[src/rtl/call_pkg.sv]
// Shared encodings for the handset call-control FSM: states, outbound commands,
// inbound application codes, and menu-item wrap helpers.
package call_pkg;

    localparam logic [2:0] ST_INIT     = 3'd0;
    localparam logic [2:0] ST_IDLE     = 3'd1;
    localparam logic [2:0] ST_MENU     = 3'd2;
    localparam logic [2:0] ST_DIAL     = 3'd3;
    localparam logic [2:0] ST_OUTGOING = 3'd4;
    localparam logic [2:0] ST_INCOMING = 3'd5;
    localparam logic [2:0] ST_BUSY     = 3'd6;
    localparam logic [2:0] ST_ENDING   = 3'd7;

    localparam logic [2:0] CMD_NONE    = 3'd0;
    localparam logic [2:0] CMD_DIAL    = 3'd1;
    localparam logic [2:0] CMD_ACCEPT  = 3'd2;
    localparam logic [2:0] CMD_REJECT  = 3'd3;
    localparam logic [2:0] CMD_HANGUP  = 3'd4;
    localparam logic [2:0] CMD_VMAIL   = 3'd5;

    localparam logic [2:0] INC_NONE    = 3'd0;
    localparam logic [2:0] INC_CONN    = 3'd1;
    localparam logic [2:0] INC_RREJ    = 3'd2;
    localparam logic [2:0] INC_RING    = 3'd5;
    localparam logic [2:0] INC_END     = 3'd6;

    // n is the item count of the list being scrolled (2..16)
    function automatic logic [3:0] item_next(input logic [3:0] cur, input logic [4:0] n);
        return ({1'b0, cur} >= (n - 5'd1)) ? 4'd0 : cur + 4'd1;
    endfunction

    function automatic logic [3:0] item_prev(input logic [3:0] cur, input logic [4:0] n);
        logic [4:0] w_last;
        w_last = n - 5'd1;
        return (cur == 4'd0) ? w_last[3:0] : cur - 4'd1;
    endfunction

endpackage

[src/rtl/call_control_if.sv]
// Button/digit/application-layer bundle between the UI front end and call_control.
interface call_control_if #(
    parameter int NUM_DIGITS = 4
);
    logic                    init;
    logic                    enter;
    logic                    up;
    logic                    down;
    logic                    left;
    logic                    right;
    logic                    digit_valid;
    logic [3:0]              digit;
    logic [2:0]              inc_command;
    logic [2:0]              command;
    logic [2:0]              current_state;
    logic [3:0]              current_menu_item;
    logic [4*NUM_DIGITS-1:0] phn_num;
    logic [4:0]              digit_count;

    modport master (
        output init, enter, up, down, left, right, digit_valid, digit, inc_command,
        input  command, current_state, current_menu_item, phn_num, digit_count
    );

    modport slave (
        input  init, enter, up, down, left, right, digit_valid, digit, inc_command,
        output command, current_state, current_menu_item, phn_num, digit_count
    );
endinterface

[src/rtl/dial_buffer.sv]
// BCD dial buffer: newest digit in the low nibble, shift-in until full,
// backspace drops the newest digit, clear has priority over everything.
module dial_buffer #(
    parameter int NUM_DIGITS = 4
) (
    input  logic                    clk,
    input  logic                    reset,
    input  logic                    i_clr,
    input  logic                    i_push,
    input  logic                    i_pop,
    input  logic [3:0]              i_digit,
    output logic [4*NUM_DIGITS-1:0] o_num,
    output logic [4:0]              o_count
);
    localparam logic [4:0] MAX_CNT = 5'(NUM_DIGITS);

    logic [4*NUM_DIGITS-1:0] r_num;
    logic [4:0]              r_cnt;
    logic [4*NUM_DIGITS-1:0] w_shift;

    generate
        if (NUM_DIGITS == 1) begin : g_one
            assign w_shift = i_digit;
        end else begin : g_many
            assign w_shift = {r_num[4*NUM_DIGITS-5:0], i_digit};
        end
    endgenerate

    always_ff @(posedge clk or posedge reset) begin
        if (reset) begin
            r_num <= '0;
            r_cnt <= 5'd0;
        end else if (i_clr) begin
            r_num <= '0;
            r_cnt <= 5'd0;
        end else if (i_push && (r_cnt < MAX_CNT)) begin
            r_num <= w_shift;
            r_cnt <= r_cnt + 5'd1;
        end else if (i_pop && (r_cnt != 5'd0)) begin
            r_num <= r_num >> 4;
            r_cnt <= r_cnt - 5'd1;
        end
    end

    assign o_num   = r_num;
    assign o_count = r_cnt;
endmodule

[src/rtl/call_control.sv]
// Handset call-control FSM: menu navigation, dialing, ring/answer/hang-up
// sequencing with a per-state ring timeout and one-cycle command pulses.
module call_control
    import call_pkg::*;
#(
    parameter int          NUM_DIGITS   = 4,
    parameter logic [31:0] RING_TIMEOUT = 32'd1_000_000,
    parameter int          MENU_ITEMS   = 4
) (
    input logic           clk,
    input logic           reset,
    call_control_if.slave bus
);
    localparam logic [4:0] MENU_N = 5'(MENU_ITEMS);

    logic [2:0]  r_state;
    logic [3:0]  r_item;
    logic [2:0]  r_cmd;
    logic [31:0] r_tmo;

    logic [2:0]  w_nstate;
    logic [3:0]  w_nitem;
    logic [2:0]  w_ncmd;
    logic        w_clr, w_push, w_pop;
    logic        w_enter, w_left, w_right, w_up, w_down;
    logic        w_timed, w_expire, w_digit_ok, w_has_digits;
    logic [4*NUM_DIGITS-1:0] w_num;
    logic [4:0]  w_count;

    // one button per cycle: enter > left > right > up > down
    always_comb begin
        w_enter = bus.enter;
        w_left  = bus.left  & ~bus.enter;
        w_right = bus.right & ~bus.enter & ~bus.left;
        w_up    = bus.up    & ~bus.enter & ~bus.left & ~bus.right;
        w_down  = bus.down  & ~bus.enter & ~bus.left & ~bus.right & ~bus.up;
    end

    assign w_timed      = (r_state == ST_OUTGOING) || (r_state == ST_INCOMING) ||
                          (r_state == ST_ENDING);
    // >= keeps expiry live if a button action in the expiry cycle masked it
    assign w_expire     = w_timed && (r_tmo >= (RING_TIMEOUT - 32'd1));
    assign w_digit_ok   = bus.digit_valid && (bus.digit <= 4'd9);
    assign w_has_digits = (w_count != 5'd0);

    always_comb begin
        w_nstate = r_state;
        w_nitem  = r_item;
        w_ncmd   = CMD_NONE;
        w_clr    = 1'b0;
        w_push   = 1'b0;
        w_pop    = 1'b0;
        case (r_state)
            ST_INIT: begin
                if (bus.init || w_enter) w_nstate = ST_IDLE;
            end
            ST_IDLE: begin
                if (bus.inc_command == INC_RING) w_nstate = ST_INCOMING;
                else if (w_right)                w_nstate = ST_MENU;
            end
            ST_MENU: begin
                if (bus.inc_command == INC_RING) begin
                    w_nstate = ST_INCOMING;
                    w_clr    = 1'b1;
                end else if (w_enter) begin
                    if (r_item == 4'd0) begin
                        w_nstate = ST_DIAL;
                        w_clr    = 1'b1;
                    end else if (r_item == 4'd1) begin
                        w_ncmd   = CMD_VMAIL;
                    end
                end else if (w_left) begin
                    w_nstate = ST_IDLE;
                end else if (w_up) begin
                    w_nitem  = item_prev(r_item, MENU_N);
                end else if (w_down) begin
                    w_nitem  = item_next(r_item, MENU_N);
                end
            end
            ST_DIAL: begin
                if (bus.inc_command == INC_RING) begin
                    w_nstate = ST_INCOMING;
                    w_clr    = 1'b1;
                end else if (w_enter) begin
                    if (w_has_digits) begin
                        w_nstate = ST_OUTGOING;
                        w_ncmd   = CMD_DIAL;
                    end
                end else if (w_left) begin
                    if (w_has_digits) w_pop    = 1'b1;
                    else              w_nstate = ST_MENU;
                end else if (w_digit_ok) begin
                    w_push = 1'b1;
                end
            end
            ST_OUTGOING: begin
                if (bus.inc_command == INC_CONN) begin
                    w_nstate = ST_BUSY;
                end else if ((bus.inc_command == INC_RREJ) || (bus.inc_command == INC_END)) begin
                    w_nstate = ST_IDLE;
                end else if (w_expire) begin
                    w_nstate = ST_IDLE;
                    w_ncmd   = CMD_HANGUP;
                end
            end
            ST_INCOMING: begin
                if (bus.inc_command == INC_END) begin
                    w_nstate = ST_IDLE;
                end else if (w_enter && (r_item == 4'd1)) begin
                    w_nstate = ST_BUSY;
                    w_ncmd   = CMD_ACCEPT;
                end else if (w_enter && (r_item == 4'd2)) begin
                    w_nstate = ST_IDLE;
                    w_ncmd   = CMD_REJECT;
                end else if (w_up) begin
                    w_nitem  = item_prev(r_item, 5'd3);
                end else if (w_down) begin
                    w_nitem  = item_next(r_item, 5'd3);
                end else if (w_expire) begin
                    w_nstate = ST_IDLE;
                    w_ncmd   = CMD_REJECT;
                end
            end
            ST_BUSY: begin
                // remote hang-up beats a local end-call in the same cycle
                if (bus.inc_command == INC_END) begin
                    w_nstate = ST_IDLE;
                end else if (w_enter && (r_item == 4'd1)) begin
                    w_nstate = ST_ENDING;
                    w_ncmd   = CMD_HANGUP;
                end else if (w_up) begin
                    w_nitem  = item_prev(r_item, 5'd2);
                end else if (w_down) begin
                    w_nitem  = item_next(r_item, 5'd2);
                end
            end
            ST_ENDING: begin
                if ((bus.inc_command == INC_END) || w_expire) w_nstate = ST_IDLE;
            end
            default: w_nstate = ST_INIT;
        endcase
    end

    always_ff @(posedge clk or posedge reset) begin
        if (reset) begin
            r_state <= ST_INIT;
            r_item  <= 4'd0;
            r_cmd   <= CMD_NONE;
            r_tmo   <= 32'd0;
        end else begin
            r_state <= w_nstate;
            r_cmd   <= w_ncmd;
            if (w_nstate != r_state) begin
                r_item <= 4'd0;
                r_tmo  <= 32'd0;
            end else begin
                r_item <= w_nitem;
                if (w_timed) r_tmo <= r_tmo + 32'd1;
            end
        end
    end

    dial_buffer #(.NUM_DIGITS(NUM_DIGITS)) u_dial (
        .clk     (clk),
        .reset   (reset),
        .i_clr   (w_clr),
        .i_push  (w_push),
        .i_pop   (w_pop),
        .i_digit (bus.digit),
        .o_num   (w_num),
        .o_count (w_count)
    );

    assign bus.command           = r_cmd;
    assign bus.current_state     = r_state;
    assign bus.current_menu_item = r_item;
    assign bus.phn_num           = w_num;
    assign bus.digit_count       = w_count;
endmodule
[src/flat_wrapper.sv]
// flat-port wrapper written by rule: the top's interface ports become plain ports
module call_control_flat import call_pkg::*;
#(
    parameter int          NUM_DIGITS   = 4,
    parameter logic [31:0] RING_TIMEOUT = 32'd1_000_000,
    parameter int          MENU_ITEMS   = 4
)
  (clk, reset, bus_init, bus_enter, bus_up, bus_down, bus_left, bus_right, bus_digit_valid, bus_digit, bus_inc_command, bus_command, bus_current_state, bus_current_menu_item, bus_phn_num, bus_digit_count);
  call_control_if #(.NUM_DIGITS(NUM_DIGITS)) bus_i ();
  input logic clk;
  input logic reset;
  input wire logic [$bits(bus_i.init)-1:0] bus_init;
  input wire logic [$bits(bus_i.enter)-1:0] bus_enter;
  input wire logic [$bits(bus_i.up)-1:0] bus_up;
  input wire logic [$bits(bus_i.down)-1:0] bus_down;
  input wire logic [$bits(bus_i.left)-1:0] bus_left;
  input wire logic [$bits(bus_i.right)-1:0] bus_right;
  input wire logic [$bits(bus_i.digit_valid)-1:0] bus_digit_valid;
  input wire logic [$bits(bus_i.digit)-1:0] bus_digit;
  input wire logic [$bits(bus_i.inc_command)-1:0] bus_inc_command;
  output wire logic [$bits(bus_i.command)-1:0] bus_command;
  output wire logic [$bits(bus_i.current_state)-1:0] bus_current_state;
  output wire logic [$bits(bus_i.current_menu_item)-1:0] bus_current_menu_item;
  output wire logic [$bits(bus_i.phn_num)-1:0] bus_phn_num;
  output wire logic [$bits(bus_i.digit_count)-1:0] bus_digit_count;
  assign bus_i.init = bus_init;
  assign bus_i.enter = bus_enter;
  assign bus_i.up = bus_up;
  assign bus_i.down = bus_down;
  assign bus_i.left = bus_left;
  assign bus_i.right = bus_right;
  assign bus_i.digit_valid = bus_digit_valid;
  assign bus_i.digit = bus_digit;
  assign bus_i.inc_command = bus_inc_command;
  assign bus_command = bus_i.command;
  assign bus_current_state = bus_i.current_state;
  assign bus_current_menu_item = bus_i.current_menu_item;
  assign bus_phn_num = bus_i.phn_num;
  assign bus_digit_count = bus_i.digit_count;
  call_control #(.NUM_DIGITS(NUM_DIGITS), .RING_TIMEOUT(RING_TIMEOUT), .MENU_ITEMS(MENU_ITEMS)) u_core (.clk(clk), .reset(reset), .bus(bus_i));
endmodule
[config.mk]
export PLATFORM = sky130hd
export DESIGN_NAME = call_control_flat
export DESIGN_NICKNAME = d
export VERILOG_FILES = /design/src/rtl/call_pkg.sv /design/src/rtl/call_control_if.sv /design/src/rtl/dial_buffer.sv /design/src/rtl/call_control.sv /design/src/flat_wrapper.sv
export SDC_FILE = /design/constraint.sdc
export NUM_CORES = 1
export LEC_CHECK = 0
export ABC_AREA = 1
export CAP_MARGIN = 10
export CELL_PAD_IN_SITES_DETAIL_PLACEMENT = 1
export CELL_PAD_IN_SITES_GLOBAL_PLACEMENT = 1
export CORE_ASPECT_RATIO = 0.6
export CORE_UTILIZATION = 25
export DETAILED_ROUTE_END_ITERATION = 7
export GPL_TIMING_DRIVEN = 0
export PLACE_DENSITY = 0.54
export SLEW_MARGIN = 20
export SYNTH_ARGS = -nofsm -noshare
export SYNTH_HDL_FRONTEND = slang
export SYNTH_SLANG_ARGS = --single-unit
[constraint.sdc]
create_clock -name clk -period 3.2 [get_ports clk]
set_input_delay 0.64 -clock clk [delete_from_list [all_inputs] [get_ports clk]]
set_output_delay 0.64 -clock clk [all_outputs]
set_load 0.01 [all_outputs]
Yosys cells after proc, flatten, opt, wreduce, memory -nomap -nowiden --
Cells that the tools add are included.
Operators by class: muxes and demuxes 88, eq/ne operators 25, bitwise operators 14, $add $sub $neg 5, reductions and logical operators 18, order comparisons 6
Operators with widths (number):
- 2-to-1 mux 3 bit | 39
- 2-to-1 mux 4 bit | 21
- 2-to-1 mux 32 bit | 2
- 2-to-1 mux 16 bit | 3
- adder 32 x 1 -> 32 bit (second input constant) | 1
- greater-or-equal comparator 32 x 20 -> 1 bit (second input constant) | 1
- one-hot mux 3 bit (8 select lines) | 1
- != test 3 bit (second input constant) | 7
- equality test 3 bit (second input constant) | 6
- 2-to-1 mux 1 bit | 15
- 2-to-1 mux 5 bit | 3
- one-hot mux 3 bit (5 select lines) | 1
- one-hot mux 4 bit (3 select lines) | 1
- AND reduction 12 bit | 1
- AND 1 bit | 10
- equality test 3 x 2 -> 1 bit (second input constant) | 3
- greater-or-equal comparator 4 x 2 -> 1 bit (second input constant) | 2
- != test 4 x 1 -> 1 bit (second input constant) | 2
- equality test 3 x 1 -> 1 bit (second input constant) | 2
- logical AND 1 bit | 6
- adder 5 x 1 -> 5 bit (second input constant) | 1
- logical OR 1 bit | 5
- < comparator 5 x 3 -> 1 bit (second input constant) | 1
- nonzero test 5 bit | 1
- 18 further kinds | 21
Storage, ports and cells: output and inout port bits 31, word-level logic and storage cells 162, flip-flop bits (word level) 63, bits of input ports 16

Longest topological paths before layout --
word-level depth 14, mapped depth 20, depth with buffers taken out 19

By module --
From an unflattened synthesis, not the netlist that was laid out.
Unflattened totals: cell total of the unflattened synthesis 580, area total of the unflattened synthesis 4131.5 sq um
By module, submodules not included:
- call_control | times used 1, sequential area each 1051.0 sq um, area an instance 2925.3 sq um, cells an instance 420
- dial_buffer | times used 1, sequential area each 525.5 sq um, area an instance 1206.2 sq um, cells an instance 160

Least setup slack after synthesis --
No wires, ideal clock.
kind input port to flip-flop, start point input bus_inc_command[0], end point register u_core.u_dial.r_cnt[4], in the netlist u_core.u_dial.o_count[4], stages on the path 13, slack 0.645 ns, arrival 2.414 ns, library setup time 0.141 ns, path buffers 1, data required time 3.059 ns, path through inv_1 > nor2_1 > nand2_1 > nand2_1 > inv_1 > nand3_1 > clkbuf_1 > inv_1 > fa_1 > o21ai_0 > a21oi_1 > xnor2_1 > o22ai_1
On the way: cells in the longest elaborated chain, start to end 6, elaborated cells on any way between the ends 13, those cells by class eq/ne (1); mux (9); reduce/logical (3)
Ends and longest elaborated chain:
- from (decl) | RTL line flat_wrapper.sv:20 | input wire logic [$bits(bus_i.inc_command)-1:0] bus_inc_command;
- equality test 3 bit (*) | RTL line call_control.sv:62, call_control.sv:81
- 2-to-1 mux 1 bit | RTL line call_control.sv:81 | if (bus.inc_command == INC_RING) begin
- 2-to-1 mux 1 bit | RTL line call_control.sv:53 | case (r_state)
- logical AND 1 bit | RTL line dial_buffer.sv:36 | end else if (i_push && (r_cnt < MAX_CNT)) begin
- 2-to-1 mux 5 bit | RTL line dial_buffer.sv:36
- 2-to-1 mux 5 bit | RTL line dial_buffer.sv:33 | end else if (i_clr) begin
- to (signal assigned) | RTL line dial_buffer.sv:38 | r_cnt <= r_cnt + 5'd1;
- to (signal assigned) | RTL line dial_buffer.sv:41 | r_cnt <= r_cnt - 5'd1;
- to (decl) | RTL line dial_buffer.sv:18 | logic [4:0] r_cnt;
Every way passes the cells marked *; elsewhere a longest branch is shown, timed or not. A chain may end at the register's enable or synchronous reset.

Worst setup path after layout --
start point input bus_enter, end point register u_core.r_tmo[26]
On the way: cells in the longest elaborated chain, start to end 13, elaborated cells on any way between the ends 34, those cells by class eq/ne (1); mux (18); bitwise (11); reduce/logical (4)
Ends and longest elaborated chain:
- from (decl) | RTL line flat_wrapper.sv:13 | input wire logic [$bits(bus_i.enter)-1:0] bus_enter;
- NOT 1 bit
- AND 1 bit (4 in series) | RTL line call_control.sv:36 | w_down = bus.down & ~bus.enter & ~bus.left & ~bus.right & ~bus.up;
- 2-to-1 mux 3 bit | RTL line call_control.sv:117 | end else if (w_down) begin
- 2-to-1 mux 3 bit | RTL line call_control.sv:115 | end else if (w_up) begin
- 2-to-1 mux 3 bit | RTL line call_control.sv:112 | end else if (w_enter && (r_item == 4'd2)) begin
- 2-to-1 mux 3 bit | RTL line call_control.sv:109 | end else if (w_enter && (r_item == 4'd1)) begin
- 2-to-1 mux 3 bit | RTL line call_control.sv:107 | if (bus.inc_command == INC_END) begin
- one-hot mux 3 bit (8 select lines) (*) | RTL line call_control.sv:53
- != test 3 bit (*) | RTL line call_control.sv:153 | if (w_nstate != r_state) begin
- 2-to-1 mux 32 bit / nonzero test 2 bit (equally long branches)
- to (signal assigned) | RTL line call_control.sv:158 | if (w_timed) r_tmo <= r_tmo + 32'd1;
- to (decl) | RTL line call_control.sv:19 | logic [31:0] r_tmo;
Marks and branches as above.

==> key figures <==
Run status
  • Status: finished, violations left
  • Failing checks: DRC

Die
  • Die Width: 166 um
  • Core area: 15600 sq um
  • Die span in y: 101 um
  • Initial Util: 0.260
  • Row cnt: 35
  • I/O Pins: 47
  • Die area: ~17000 sq um

Final layout
  • Nets@finish: between 600 and 700
  • Synthesis-to-layout area growth: 25.2%
  • Ant diodes: 0
  • Layout cells sized above 1: 0.132

Timing
  • Crit share post-route: 0.906
  • RSZ-0062 raised after global routing: false
  • Fin. Hold Viols: 0
  • FMAX: ~350 MHz
  • Worst Hold Margin: about 0.57 ns
  • Worst-Margin Slew: 0.633 ns
  • Skew final: 0.0106 ns
  • Final setup violation count: 0
  • Slew Viols, Final: 0
  • Setup ws final: 0.302 ns
  • Final min period: 2.90 ns
  • Slew HR: 0.578

Drt
  • Number of DRC markers in iteration 0: 203
  • DR vias: between 3000 and 4000
  • TritonRoute pass-1 iters: 6
  • Met3 wire length: 544 um
  • Top Layer Used: met4
  • Via/cell ratio: ~4.6
  • Total routed wirelength: about 12000 um
  • Met1 WL: 7050 um
  • Met2 wire length: 4670 um
  • Routed Antenna Nets: 0
  • DRC: 2
  • Wire per inst: 15.6 um

Worst setup path
  • Most frequent CP cell: nand2_1
  • CP max stage cell: clkdlybuf4s50_1
  • Number of cells on the worst reg-to-reg path: 16
  • Required time worst endpoint: roughly 3.5 ns
  • Crit Path Class: in2reg
  • WP buf/inv: 3
  • Worst setup SP type: input pin
  • Setup crit end kind: flip-flop
  • Critical Path, Cell by Cell: clkdlybuf4s50_1 > inv_1 > nand2_1 > nor4_1 > nor2_1 > nand3_1 > nand2_1 > nand2_1 > nand2_1 > nand2_1 > nand2_1 > nand2_1 > nand2_1 > nand2_1 > nand2_4 > buf_6 > nor2_2
  • CP delay by family, top: simple AND/OR/NAND/NOR gates
  • Critical Path Fanout Max: 10
  • Worst path max stage delay: roughly 0.50 ns
  • Crit. path cell count: 17
  • Critical Path AT: about 3.2 ns

Clock network
  • Clock latency on the worst-skew pair: 0.34 ns
  • H-tree levels: 3
  • Total CTS buffers: 9
  • CTS tree: yes
  • CTS Sinks: 63
  • CTS root buf: clkbuf_16
  • Reg clk slew, reported paths: around 0.050 ns
  • # Post-CTS Setup Buffers: 0
  • Hold_buf cts: 0
  • CTS max path bufs: 2

Placed design
  • DP Wirelength: 9530 um
  • Port Buffers: 46
  • Dpl ws: -0.540 ns
  • RD Place Congestion: 0.843

Logic synthesis
  • Netlist cell types: 42
  • Post-synthesis sequential area ratio: 0.389
  • Synth Warn #: 0
  • Cell Area, Synth: 4060 sq um
  • Mean area per synthesized cell: approximately 7.7 sq um
  • Yosys reg bits: 63
  • Syn Nets: 554
  • Syn Inst Count: between 500 and 600

Pwr
  • Pleak: approximately 2.2 nW
  • Sequential share of power: 0.294
  • Internal power: about 2.1 mW
  • Clk pwr share: 0.257
  • Pwr dens: 707 nW/um^2
  • Psw: 1.46 mW
  • Max rail drop VDD: 273 uV
  • Switching share of total power: 0.406
  • Combinational cell fraction of total power: 0.448

GRT
  • GRT Util Overall: 0.158
  • Antenna violations before repair: 0
  • First-pass GRT wire length: 20500 um
  • Pin count of the biggest net entering global routing: 37
  • Vias in the first global route: 3791
  • Grt ovf: 0

Hold path
  • Worst Hold Class: reg2reg
  • Hold Path Cell Cnt: 2

Run
  • Max-cap viol count: 0
what timing repair did:
item,CTS,global route
resized for setup,1,6
endpoints found under the setup margin,1,6
gates cloned,0,0
logic make-up (layout without fill, tap and decap cells):
group | Yosys count | after routing | share of synthesized area
adders and majority gates | 9 | 9 | 0.0296
xor gates and xnor gates | 36 | 36 | 0.0777
DFF | 63 | 63 | 0.389
buffers and inverters | 102 | 163 | 0.104
and+or+nand+nor | 252 | 252 | 0.303
AOI/OAI and AO/OA | 66 | 66 | 0.0947
muxes | 1 | 1 | 0.00247
synthesized netlist by cell type (all sizes together):
master   instances  area (sq um)
clkbuf           6          22.5
and2             1          6.26
inv             89           337
nor3            26           146
nand2           95           374
o21ai           26           130
xor2            32           280
nor2            81           409
nor4             7          50.1
a2111oi          1          8.76
mux2i            1          10.0
nand4           11          68.8
a221oi           1          8.76
a21oi           10          53.8
a31oi            1          6.26
buf              7          62.6
o311ai           1          8.76
nand3b           1          7.51
a22oi            1          7.51
dfrtp           63          1580
nor3b            1          7.51
o22ai           22           138
a21boi           1          7.51
xnor2            4          35.0
o211ai           2          15.0
ha               8           100
nand3           29           160
fa               1          20.0
stage by stage:
stage	total power, mW	setup TNS [ns]	util	std cells	area [sq um]
after detailed placement	2.69	-3.29	0.308	779	4790
after global routing	3.85	0	0.326	793	5080
after global placement	2.66	-31.56	0.306	778	4770
after floorplan	2.07	0	-	529	4060
after CTS	3.65	0	0.325	793	5070
final	3.59	0	0.326	793	5080
power by group through the flow:
stage / Combinational (mW) / Sequential, mW / Clock, mW
2_1_floorplan: 0.973 / 1.10 / 0
3_3_place_gp: 1.59 / 1.07 / 0
3_5_place_dp: 1.62 / 1.07 / 0
4_1_cts: 1.63 / 1.06 / 0.958
5_1_grt: 1.79 / 1.08 / 0.982
6_report: 1.61 / 1.06 / 0.923
tightest hold or removal path: cells and delay by family (launching register included):
family / cells / cell delay (ns)
AO/OA/AOI/OAI: 1 / 0.06
buffers and inverters: 1 / 0.06
flip-flops: 1 / 0.40
final timing paths:
path | startpoint | endpoint | slack (ns)
setup / recovery | bus_enter | u_core.r_tmo[26] | 0.30
hold / removal | u_core.u_dial.o_num[3] | u_core.u_dial.o_num[3] | 0.57
setup reg to reg | u_core.bus.current_menu_item[1] | u_core.r_tmo[15] | 0.42
hold reg to reg | u_core.u_dial.o_num[3] | u_core.u_dial.o_num[3] | 0.57
max in group asynchronous | reset | u_core.r_tmo[14] | 1.95
min in group asynchronous | reset | u_core.bus.current_state[1] | 0.71
cells in the final DEF (no fill, tap or decap), types with 23 or more instances in the layout:
master	n
nand2_1	89
inv_1	84
dfrtp_1	63
clkdlybuf4s50_1	46
nor2_1	45
nor2_2	33
xor2_1	32
nand3_1	26
nor3_1	24
o21ai_0	23
area by class of cell:
cell class,count,area [sq um]
clock buffers,11,253
inverters,89,339
flip-flops and latches,63,1580
plain buffers,13,88.8
fillers,1896,10500
repair buffers,47,480
clock inverters,3,20.0
well taps,203,254
multi-input cells,364,2070
layer usage:
| layer | GRT usage | up-vias |
|---|---|---|
| met5 | 0 | - |
| li1 | - | 1826 |
| met2 | 0.213 | 76 |
| met3 | 0.0346 | 8 |
| met1 | 0.245 | 1761 |
| met4 | 0.0399 | 0 |
sequential cells by signal (all words and copies together), names as in the netlist:
register	count
u_core.u_dial.o_num	16
u_core.r_tmo	32
u_core.bus.current_menu_item	4
u_core.bus.current_state	3
u_core.u_dial.o_count	5
u_core.bus.command	3
No activity file was read; power rests on OpenSTA's default activity.
